[src/rtl/imem_loader_pkg.sv]
// Shared types and constants for the instruction-memory boot loader.
//   state_e      : loader FSM states
//   HdrBytes     : bytes in the word-count header (also bytes per word)
//   DefaultDepth : default instruction-memory depth in 32-bit words
//   DefaultAw    : default word-address width of the inst_mem port
package imem_loader_pkg;

  typedef enum logic [2:0] {
    StIdle,
    StHdr,
    StData,
    StWrite,
    StDone,
    StErr
  } state_e;

  localparam int unsigned HdrBytes     = 4;
  localparam int unsigned DefaultDepth = 25501;
  localparam int unsigned DefaultAw    = 30;

endpackage

[src/rtl/imem_loader_if.sv]
// Byte-stream valid/ready channel feeding the loader.
//   valid : source holds a byte on data
//   data  : stream byte
//   ready : sink accepts data this cycle
// master = byte source (UART RX / driver), slave = loader.
interface imem_loader_if;
  logic       valid;
  logic [7:0] data;
  logic       ready;

  modport master (output valid, output data, input ready);
  modport slave  (input valid, input data, output ready);
endinterface

[src/rtl/imem_loader_byte_to_word.sv]
// Little-endian byte-to-word assembler shared by the header and data phases.
//   clk_i, rst_ni : clock, synchronous active-low reset
//   clear_i       : drop any partial word and restart at byte 0
//   accept_i      : byte_i is consumed this cycle
//   byte_i        : incoming byte
//   word_o        : word formed by the assembly register plus byte_i
//   word_done_o   : accept_i on the last byte of a word; word_o is complete
module imem_loader_byte_to_word
  import imem_loader_pkg::*;
(
  input  logic        clk_i,
  input  logic        rst_ni,
  input  logic        clear_i,
  input  logic        accept_i,
  input  logic [7:0]  byte_i,
  output logic [31:0] word_o,
  output logic        word_done_o
);

  logic [1:0]  cnt_q, cnt_d;
  logic [31:0] asm_q, asm_d;

  always_comb begin
    // Shift right so the first byte ends up in bits [7:0] after four bytes.
    word_o      = {byte_i, asm_q[31:8]};
    word_done_o = accept_i && (cnt_q == 2'(HdrBytes - 1));
    cnt_d       = cnt_q;
    asm_d       = asm_q;
    if (clear_i) begin
      cnt_d = '0;
      asm_d = '0;
    end else if (accept_i) begin
      cnt_d = cnt_q + 2'd1;  // wraps to 0 after the last byte
      asm_d = word_o;
    end
  end

  always_ff @(posedge clk_i) begin
    if (!rst_ni) begin
      cnt_q <= '0;
      asm_q <= '0;
    end else begin
      cnt_q <= cnt_d;
      asm_q <= asm_d;
    end
  end

endmodule

[src/rtl/imem_loader.sv]
// Boot-time instruction-memory loader. Reads a 32-bit little-endian word
// count, then that many words, writing them to word addresses 0.. and
// holding the core in reset until the image is complete.
//   clk_i, rst_ni : clock, synchronous active-low reset
//   start_i       : begin a load (honoured in idle, done or error)
//   in_if         : byte stream (slave side)
//   mem_we_o      : one-cycle write strobe per word
//   mem_waddr_o   : word address
//   mem_wdata_o   : instruction word
//   busy_o        : load in progress
//   done_o        : last load completed
//   err_o         : header count exceeded Depth
//   core_rst_no   : active-low core reset, released only when done
module imem_loader
  import imem_loader_pkg::*;
#(
  parameter int unsigned Depth = DefaultDepth,
  parameter int unsigned Aw    = DefaultAw
) (
  input  logic          clk_i,
  input  logic          rst_ni,
  input  logic          start_i,
  imem_loader_if.slave  in_if,
  output logic          mem_we_o,
  output logic [Aw-1:0] mem_waddr_o,
  output logic [31:0]   mem_wdata_o,
  output logic          busy_o,
  output logic          done_o,
  output logic          err_o,
  output logic          core_rst_no
);

  state_e        state_q;
  logic          ready_q, we_q, busy_q, done_q, err_q, core_rst_n_q;
  logic [Aw-1:0] waddr_q, index_q;
  logic [31:0]   wdata_q, count_q;

  logic          accept, start_ok, word_done;
  logic [31:0]   word;
  logic [Aw-1:0] idx_inc;

  assign in_if.ready = ready_q;
  assign accept      = in_if.valid && ready_q;
  assign start_ok    = start_i && (state_q inside {StIdle, StDone, StErr});
  assign idx_inc     = index_q + 1'b1;

  assign mem_we_o    = we_q;
  assign mem_waddr_o = waddr_q;
  assign mem_wdata_o = wdata_q;
  assign busy_o      = busy_q;
  assign done_o      = done_q;
  assign err_o       = err_q;
  assign core_rst_no = core_rst_n_q;

  imem_loader_byte_to_word u_b2w (
    .clk_i       (clk_i),
    .rst_ni      (rst_ni),
    .clear_i     (start_ok),
    .accept_i    (accept),
    .byte_i      (in_if.data),
    .word_o      (word),
    .word_done_o (word_done)
  );

  // Outputs are registered alongside the state, so each is set on the
  // transition into the state it belongs to.
  always_ff @(posedge clk_i) begin
    if (!rst_ni) begin
      state_q      <= StIdle;
      ready_q      <= 1'b0;
      we_q         <= 1'b0;
      busy_q       <= 1'b0;
      done_q       <= 1'b0;
      err_q        <= 1'b0;
      core_rst_n_q <= 1'b0;
      waddr_q      <= '0;
      wdata_q      <= '0;
      index_q      <= '0;
      count_q      <= '0;
    end else begin
      we_q <= 1'b0;
      unique case (state_q)
        StIdle, StDone, StErr: begin
          if (start_i) begin
            state_q      <= StHdr;
            ready_q      <= 1'b1;
            busy_q       <= 1'b1;
            done_q       <= 1'b0;
            err_q        <= 1'b0;
            core_rst_n_q <= 1'b0;
          end
        end
        StHdr: begin
          if (word_done) begin
            count_q <= word;
            index_q <= '0;
            if (word == 32'd0) begin
              state_q      <= StDone;
              ready_q      <= 1'b0;
              busy_q       <= 1'b0;
              done_q       <= 1'b1;
              core_rst_n_q <= 1'b1;
            end else if (word > Depth) begin
              state_q <= StErr;
              ready_q <= 1'b0;
              busy_q  <= 1'b0;
              err_q   <= 1'b1;
            end else begin
              state_q <= StData;
            end
          end
        end
        StData: begin
          if (word_done) begin
            state_q <= StWrite;
            ready_q <= 1'b0;
            we_q    <= 1'b1;
            waddr_q <= index_q;
            wdata_q <= word;
          end
        end
        StWrite: begin
          index_q <= idx_inc;
          if (32'(idx_inc) == count_q) begin
            state_q      <= StDone;
            busy_q       <= 1'b0;
            done_q       <= 1'b1;
            core_rst_n_q <= 1'b1;
          end else begin
            state_q <= StData;
            ready_q <= 1'b1;
          end
        end
        default: begin
          state_q <= StIdle;
          ready_q <= 1'b0;
          busy_q  <= 1'b0;
        end
      endcase
    end
  end

endmodule

[src/flat_wrapper.sv]
// flat-port wrapper written by rule: the top's interface ports become plain ports
module imem_loader_flat import imem_loader_pkg::*;
#(
  parameter int unsigned Depth = DefaultDepth,
  parameter int unsigned Aw    = DefaultAw
)
  (clk_i, rst_ni, start_i, mem_we_o, mem_waddr_o, mem_wdata_o, busy_o, done_o, err_o, core_rst_no, in_if_valid, in_if_data, in_if_ready);
  imem_loader_if in_if_i ();
  input  logic clk_i;
  input  logic rst_ni;
  input  logic start_i;
  output logic mem_we_o;
  output logic [Aw-1:0] mem_waddr_o;
  output logic [31:0] mem_wdata_o;
  output logic busy_o;
  output logic done_o;
  output logic err_o;
  output logic core_rst_no;
  input wire logic [$bits(in_if_i.valid)-1:0] in_if_valid;
  input wire logic [$bits(in_if_i.data)-1:0] in_if_data;
  output wire logic [$bits(in_if_i.ready)-1:0] in_if_ready;
  assign in_if_i.valid = in_if_valid;
  assign in_if_i.data = in_if_data;
  assign in_if_ready = in_if_i.ready;
  imem_loader #(.Depth(Depth), .Aw(Aw)) u_core (.clk_i(clk_i), .rst_ni(rst_ni), .start_i(start_i), .in_if(in_if_i), .mem_we_o(mem_we_o), .mem_waddr_o(mem_waddr_o), .mem_wdata_o(mem_wdata_o), .busy_o(busy_o), .done_o(done_o), .err_o(err_o), .core_rst_no(core_rst_no));
endmodule
[config.mk]
export PLATFORM = sky130hd
export DESIGN_NAME = imem_loader_flat
export DESIGN_NICKNAME = d
export VERILOG_FILES = /design/src/rtl/imem_loader_pkg.sv /design/src/rtl/imem_loader_if.sv /design/src/rtl/imem_loader_byte_to_word.sv /design/src/rtl/imem_loader.sv /design/src/flat_wrapper.sv
export SDC_FILE = /design/constraint.sdc
export NUM_CORES = 1
export LEC_CHECK = 0
export BUFFER_PORTS_ARGS = -buffer_cell sky130_fd_sc_hd__buf_2
export CORE_MARGIN = 2
export CORE_UTILIZATION = 40
export CTS_CLUSTER_SIZE = 20
export DETAILED_ROUTE_END_ITERATION = 8
export PLACE_DENSITY = 0.57
export SYNTH_ARGS = -nofsm -noshare
export SYNTH_HDL_FRONTEND = slang
export SYNTH_SLANG_ARGS = --single-unit
[constraint.sdc]
create_clock -name clk_i -period 2.8 [get_ports clk_i]
set_input_delay 0.14 -clock clk_i [delete_from_list [all_inputs] [get_ports clk_i]]
set_output_delay 0.14 -clock clk_i [all_outputs]
set_load 0.01 [all_outputs]
# After elaboration in Yosys (flattened, before gate mapping)
# Cells that the tools add are included.
[classes]
n_addsub = 2
order_cmp = 1
eq_ne = 16
n_mux = 28
bitwise = 2
reduce_logical = 20
[op_table]
columns = ["op", "n"]
rows = [
  ["one-hot mux 30 bit (2 select lines)", 1],
  ["equality test 30 x 32 -> 1 bit", 1],
  ["greater-than comparator 32 x 15 -> 1 bit, second input constant", 1],
  ["logical NOT 32 bit", 1],
  ["adder 30 x 1 -> 30 bit, second input constant", 1],
  ["two-way mux 30 bit", 1],
  ["AND reduction 5 bit", 4],
  ["two-way mux 3 bit", 6],
  ["two-way mux 1 bit", 15],
  ["one-hot mux 3 bit (4 select lines)", 1],
  ["inequality test 2 bit, second input constant", 5],
  ["one-hot mux 1 bit (4 select lines)", 2],
  ["AND reduction 2 bit", 4],
  ["equality test 3 x 2 -> 1 bit, second input constant", 2],
  ["equality test 3 bit, second input constant", 2],
  ["inequality test 2 x 1 -> 1 bit, second input constant", 3],
  ["nonzero test 3 bit", 2],
  ["nonzero test 2 bit", 2],
  ["equality test 3 x 1 -> 1 bit, second input constant", 1],
  ["logical AND 1 bit", 3],
  ["logical NOT 3 bit", 1],
  ["inequality test 3 x 1 -> 1 bit, second input constant", 1],
  ["one-hot mux 1 bit (3 select lines)", 1],
  ["AND reduction 3 bit", 1],
  ["6 further kinds", 7],
]
[totals]
register_bits = 166
in_bits = 12
out_inout_bits = 68
elab_cells = 81

# Depth between registers and ports, before layout
[logic_depth]
depth_word = 5
depth_mapped = 9

# Modules after synthesis
# A second synthesis with hierarchy kept.
[unflattened]
hier_cells = 934
area_unflattened_um2 = 7322.0
[modules_own_cells]
columns = ["mod", "instances", "cells_each", "area_each_um2", "seq_area_each_um2"]
rows = [
  ["imem_loader", 1, 839, 6274.8, 2642.5],
  ["imem_loader_byte_to_word", 1, 95, 1047.3, 520.5],
]

# Worst setup path after synthesis
# No wires, ideal clock.
[synth_path]
path_kind = "reg-to-reg"
startpoint = "register u_core.index_q[1]"
endpoint = "register u_core.state_q[1]"
setup_ps = 135
t_arrival_ps = 2696
required_ps = 2665
setup_slack_ps = -32
stages_incl_launch_ff = 10
synth_period_minus_slack_ps = 2832
path_cell_list = "dfxtp_1 > ha_1 > clkbuf_2 > nand4_1 > nor4_1 > xnor2_1 > nand2_1 > or4_4 > nor4_4 > a311oi_1"
[synth_via]
elab_chain_cells = 4
[synth_rtl]
columns = ["element", "line_no", "source"]
rows = [
  ["start: declaration", "imem_loader.sv:35", "logic [Aw-1:0] waddr_q, index_q;"],
  ["start signal: assignment", "imem_loader.sv:123", "index_q <= idx_inc;"],
  ["adder 30 x 1 -> 30 bit", "imem_loader.sv:45", "assign idx_inc = index_q + 1'b1;"],
  ["equality test 30 x 32 -> 1 bit", "imem_loader.sv:124", "if (32'(idx_inc) == count_q) begin"],
  ["two-way mux 3 bit", "imem_loader.sv:124", ""],
  ["one-hot mux 3 bit (4 select lines)", "imem_loader.sv:82", "unique case (state_q)"],
  ["end signal: assignment", "imem_loader.sv:85", "state_q <= StHdr;"],
  ["end signal: assignment", "imem_loader.sv:125", "state_q <= StDone;"],
  ["end signal: assignment", "imem_loader.sv:130", "state_q <= StData;"],
  ["end: declaration", "imem_loader.sv:33", "state_e state_q;"],
]
# Every way passes these cells.
# A chain may end at the register's enable or synchronous reset.

# Final worst setup path
# Ends and elaborated chain as after synthesis.

==> out/metrics.yaml <==
worst_setup_path:
  critical_path.max_fanout: 6
  cp.required_ns: 3.09
  critPathKind: "reg -> reg"
  regToRegSetupSlack_ns: 0.11
  worstSetupStartpointType: "register"
  cp-end-kind: "register"
  cp.arrival_ns: 2.98
hold_path:
  hp-class: "in -> reg"
synthesis:
  synthMuxAreaShare_pct: 0.276
  syn_inst: 962
  synth_compound_gate_area_share_pct: 17.4
  synthesis.nets: 976
  synth_seq_cells: 158
  yosysSeqAreaShare_pct: 43.7
  synth_top_family_by_area: "simple AND/OR/NAND/NOR gates"
  syn_area_um2: 7240
  synth_edf_count: 0
  synth-async-reset-ratio_pct: 0
  syn_avg_cell_area_um2: 7.53
  yosys.area_share.simple_pct: 28.6
  synth_top_flop_cell: "dfxtp_1"
  synthXorXnorAreaFrac_pct: 5.01
  ys_warn_count: 0
  synthAdderAreaFrac_pct: 0.345
  synth_cell_types: 60
cts:
  insertion_delay_ns: 0.44
  root_buffer: "clkbuf_16"
  clock-sinks: 158
  path_clk_slew_ns: 0.07
  cts_buffers: 17
  clockBufferDepth: 2
  cts_tree: "built"
  htree_levels: 4
route:
  vias: 6872
  viasPerCell: 5.29
  drc: 0
  routed_wl_um: 20900
  drtIter0Drc: 586
  avgRoutedWirePerCell_um: 16.1
  final_antenna_net_count: 0
  first_pass_iters: 5
place:
  gp_congestion: 0.953
  dp_cells: 1257
  dpl_cell_area_um2: 8110
  port_buffers: 79
  dp_slack_ns: -0.126
  dpl.hpwl_um: 14500
floorplan:
  ioPinCount: 80
  initial_utilization_pct: 40.6
  die_w_um: 139
  core.rowCount: 49
  dieArea_um2: 19200
  core_um2: 17800
  die_h_um: 139
sta:
  finalWorstSetupSlack_ns: 0.114
  period_minus_slack_ns: 2.69
  finalSetupTns_ns: 0
  fin_crit_sh_pct: 95.9
  tightest_slew_ns: 0.841
  slew_headroom_pct: 43.8
  rsz0062_at_grt: "true"
  final-hold-violation-count: 0
  slew_viol_final: 0
  fmax_mhz: 372
  setup_viol: 0
  finClkSkew_ns: 0.00819
global_route:
  gr-total-overflow: 0
  grt_first_pass_wirelength_um: 34100
  grt_pass1_vias: 6409
  antenna_found_initial: 0
  grt_max_degree: 55
  grt_usage_pct: 21.8
job:
  max-cap-violations: 0
layout:
  area_growth_pct: 23.3
  insertedDiodeCount: 0
  fin_util_pct: 50.1
  final_area_um2: 8930
  stdcell_count: 1298
  layout-drive-gt1-share_pct: 19.7
  num-nets-final: 1071
power_and_ir_drop:
  p_leak_nw: 3.32
  ir_drop_mv: 0.489
  power_density_nw_per_um2: 532
run_status:
  status: "finished, final reports clean"
[through the flow]
stage          hold slack [ns]  power (mW)
2_1_floorplan            0.271        2.37
3_5_place_dp             0.435        2.42
3_3_place_gp             0.430        2.42
5_1_grt                 0.0350        4.90
4_1_cts                 0.0223        4.81
6_report                0.0343        4.76
[cell type report]
type | instances | area, µm²
fill | 1819 | 8910
multi-input combinational | 722 | 3890
sequential | 158 | 3170
clock buffer | 17 | 425
inverter | 7 | 28.8
tap | 229 | 287
timing repair buffer | 151 | 963
clock inverter | 14 | 169
[cell usage after synthesis, types with 4 or more instances]
library cell	count	area share, %
clkbuf_1	58	3.0
inv_1	7	0.36
nor4_1	10	0.86
a22oi_1	4	0.41
nor2_1	50	2.6
o211ai_1	5	0.52
and4_1	9	1.1
xnor2_1	27	3.3
a21oi_1	150	10
nand2b_1	4	0.35
a311oi_1	5	0.60
a21o_1	4	0.41
nand4_1	24	2.1
or3_1	7	0.60
dfxtp_1	158	44
buf_2	13	0.90
a31oi_1	10	0.86
o21ai_0	31	2.1
nor3_1	20	1.4
nand3_1	15	1.0
and3_1	6	0.52
xor2_1	10	1.2
nor2b_1	9	0.78
nand2_1	275	14
[logic make-up after synthesis]
family,count (synthesis)
buf+inv,82
xor+xnor,39
fa+ha+maj,2
simple gates,453
mux,2
compound gates,226
flops,158
[path summary, 6_finish.rpt]
kind	endpoint	start	cells past startpoint
hold reg to reg	u_core.mem_waddr_o[14]	u_core.mem_waddr_o[14]	2
hold / removal	u_core.u_b2w.asm_q[30]	in_if_data[6]	3
setup / recovery	u_core.state_q[1]	u_core.index_q[1]	8
setup reg to reg	u_core.state_q[1]	u_core.index_q[1]	8
[report_power, final]
group / total, mW / internal, mW / switching (mW)
logic: 0.108 / 0.0296 / 0.0785
clock network: 2.38 / 1.34 / 1.04
registers: 2.26 / 2.25 / 0.0112
[registers in the layout, indices dropped and copies added, names as in the netlist]
register / flops
u_core.count_q: 32
u_core.mem_wdata_o: 32
u_core.err_o: 1
u_core.mem_waddr_o: 30
u_core.mem_we_o: 1
u_core.u_b2w.cnt_q: 2
u_core.busy_o: 1
u_core.in_if.ready: 1
u_core.done_o: 1
u_core.state_q: 3
u_core.u_b2w.asm_q: 24
u_core.index_q: 30
[repair_timing]
item | CTS | global route
setup buffers | 1 | 3
gates resized for setup | 6 | 18
endpoints found under the setup margin | 5 | 5
hold buffers | 6 | 0
hold endpoints to repair | 18 | 0
pin swaps | 3 | 9
[placed cells by master, fill, tap and decap left out, types with 3 or more instances in the layout]
| cell type | count |
|---|---|
| nand3_1 | 15 |
| nor3_1 | 16 |
| or3_1 | 7 |
| nor2_1 | 49 |
| xnor2_1 | 27 |
| a21oi_1 | 150 |
| o211ai_1 | 5 |
| a31oi_1 | 10 |
| a22oi_1 | 4 |
| buf_2 | 79 |
| dfxtp_1 | 154 |
| dlygate4sd3_1 | 6 |
| a21o_1 | 4 |
| and4_1 | 8 |
| inv_6 | 7 |
| nor2b_1 | 9 |
| nor3_2 | 5 |
| o21ai_0 | 31 |
| nand4_1 | 24 |
| and3_1 | 6 |
| clkbuf_16 | 17 |
| nand2b_1 | 4 |
| and2_1 | 3 |
| nor4_4 | 5 |
| xor2_1 | 9 |
| buf_4 | 65 |
| nand2_1 | 275 |
| dfxtp_2 | 4 |
| inv_1 | 6 |
| nor4_1 | 6 |
| a311oi_1 | 5 |
[critical path, stage by stage, from the launching register on]
cell	delay, ns
dfxtp_2	0.35
ha_4	0.17
and4_1	0.24
nand2_1	0.09
xnor2_1	0.13
or4_4	0.52
or4_4	0.51
nor4_4	0.40
a311oi_1	0.14
[routing by layer]
layer	share of wire, %	up-vias	global-route usage, %
li1	-	3490	-
met1	50	3218	31.5
met2	45	141	33.7
met3	3.7	23	3.59
met4	1.3	0	6.44
met5	0	-	0
(Power assumes the default switching activity.)
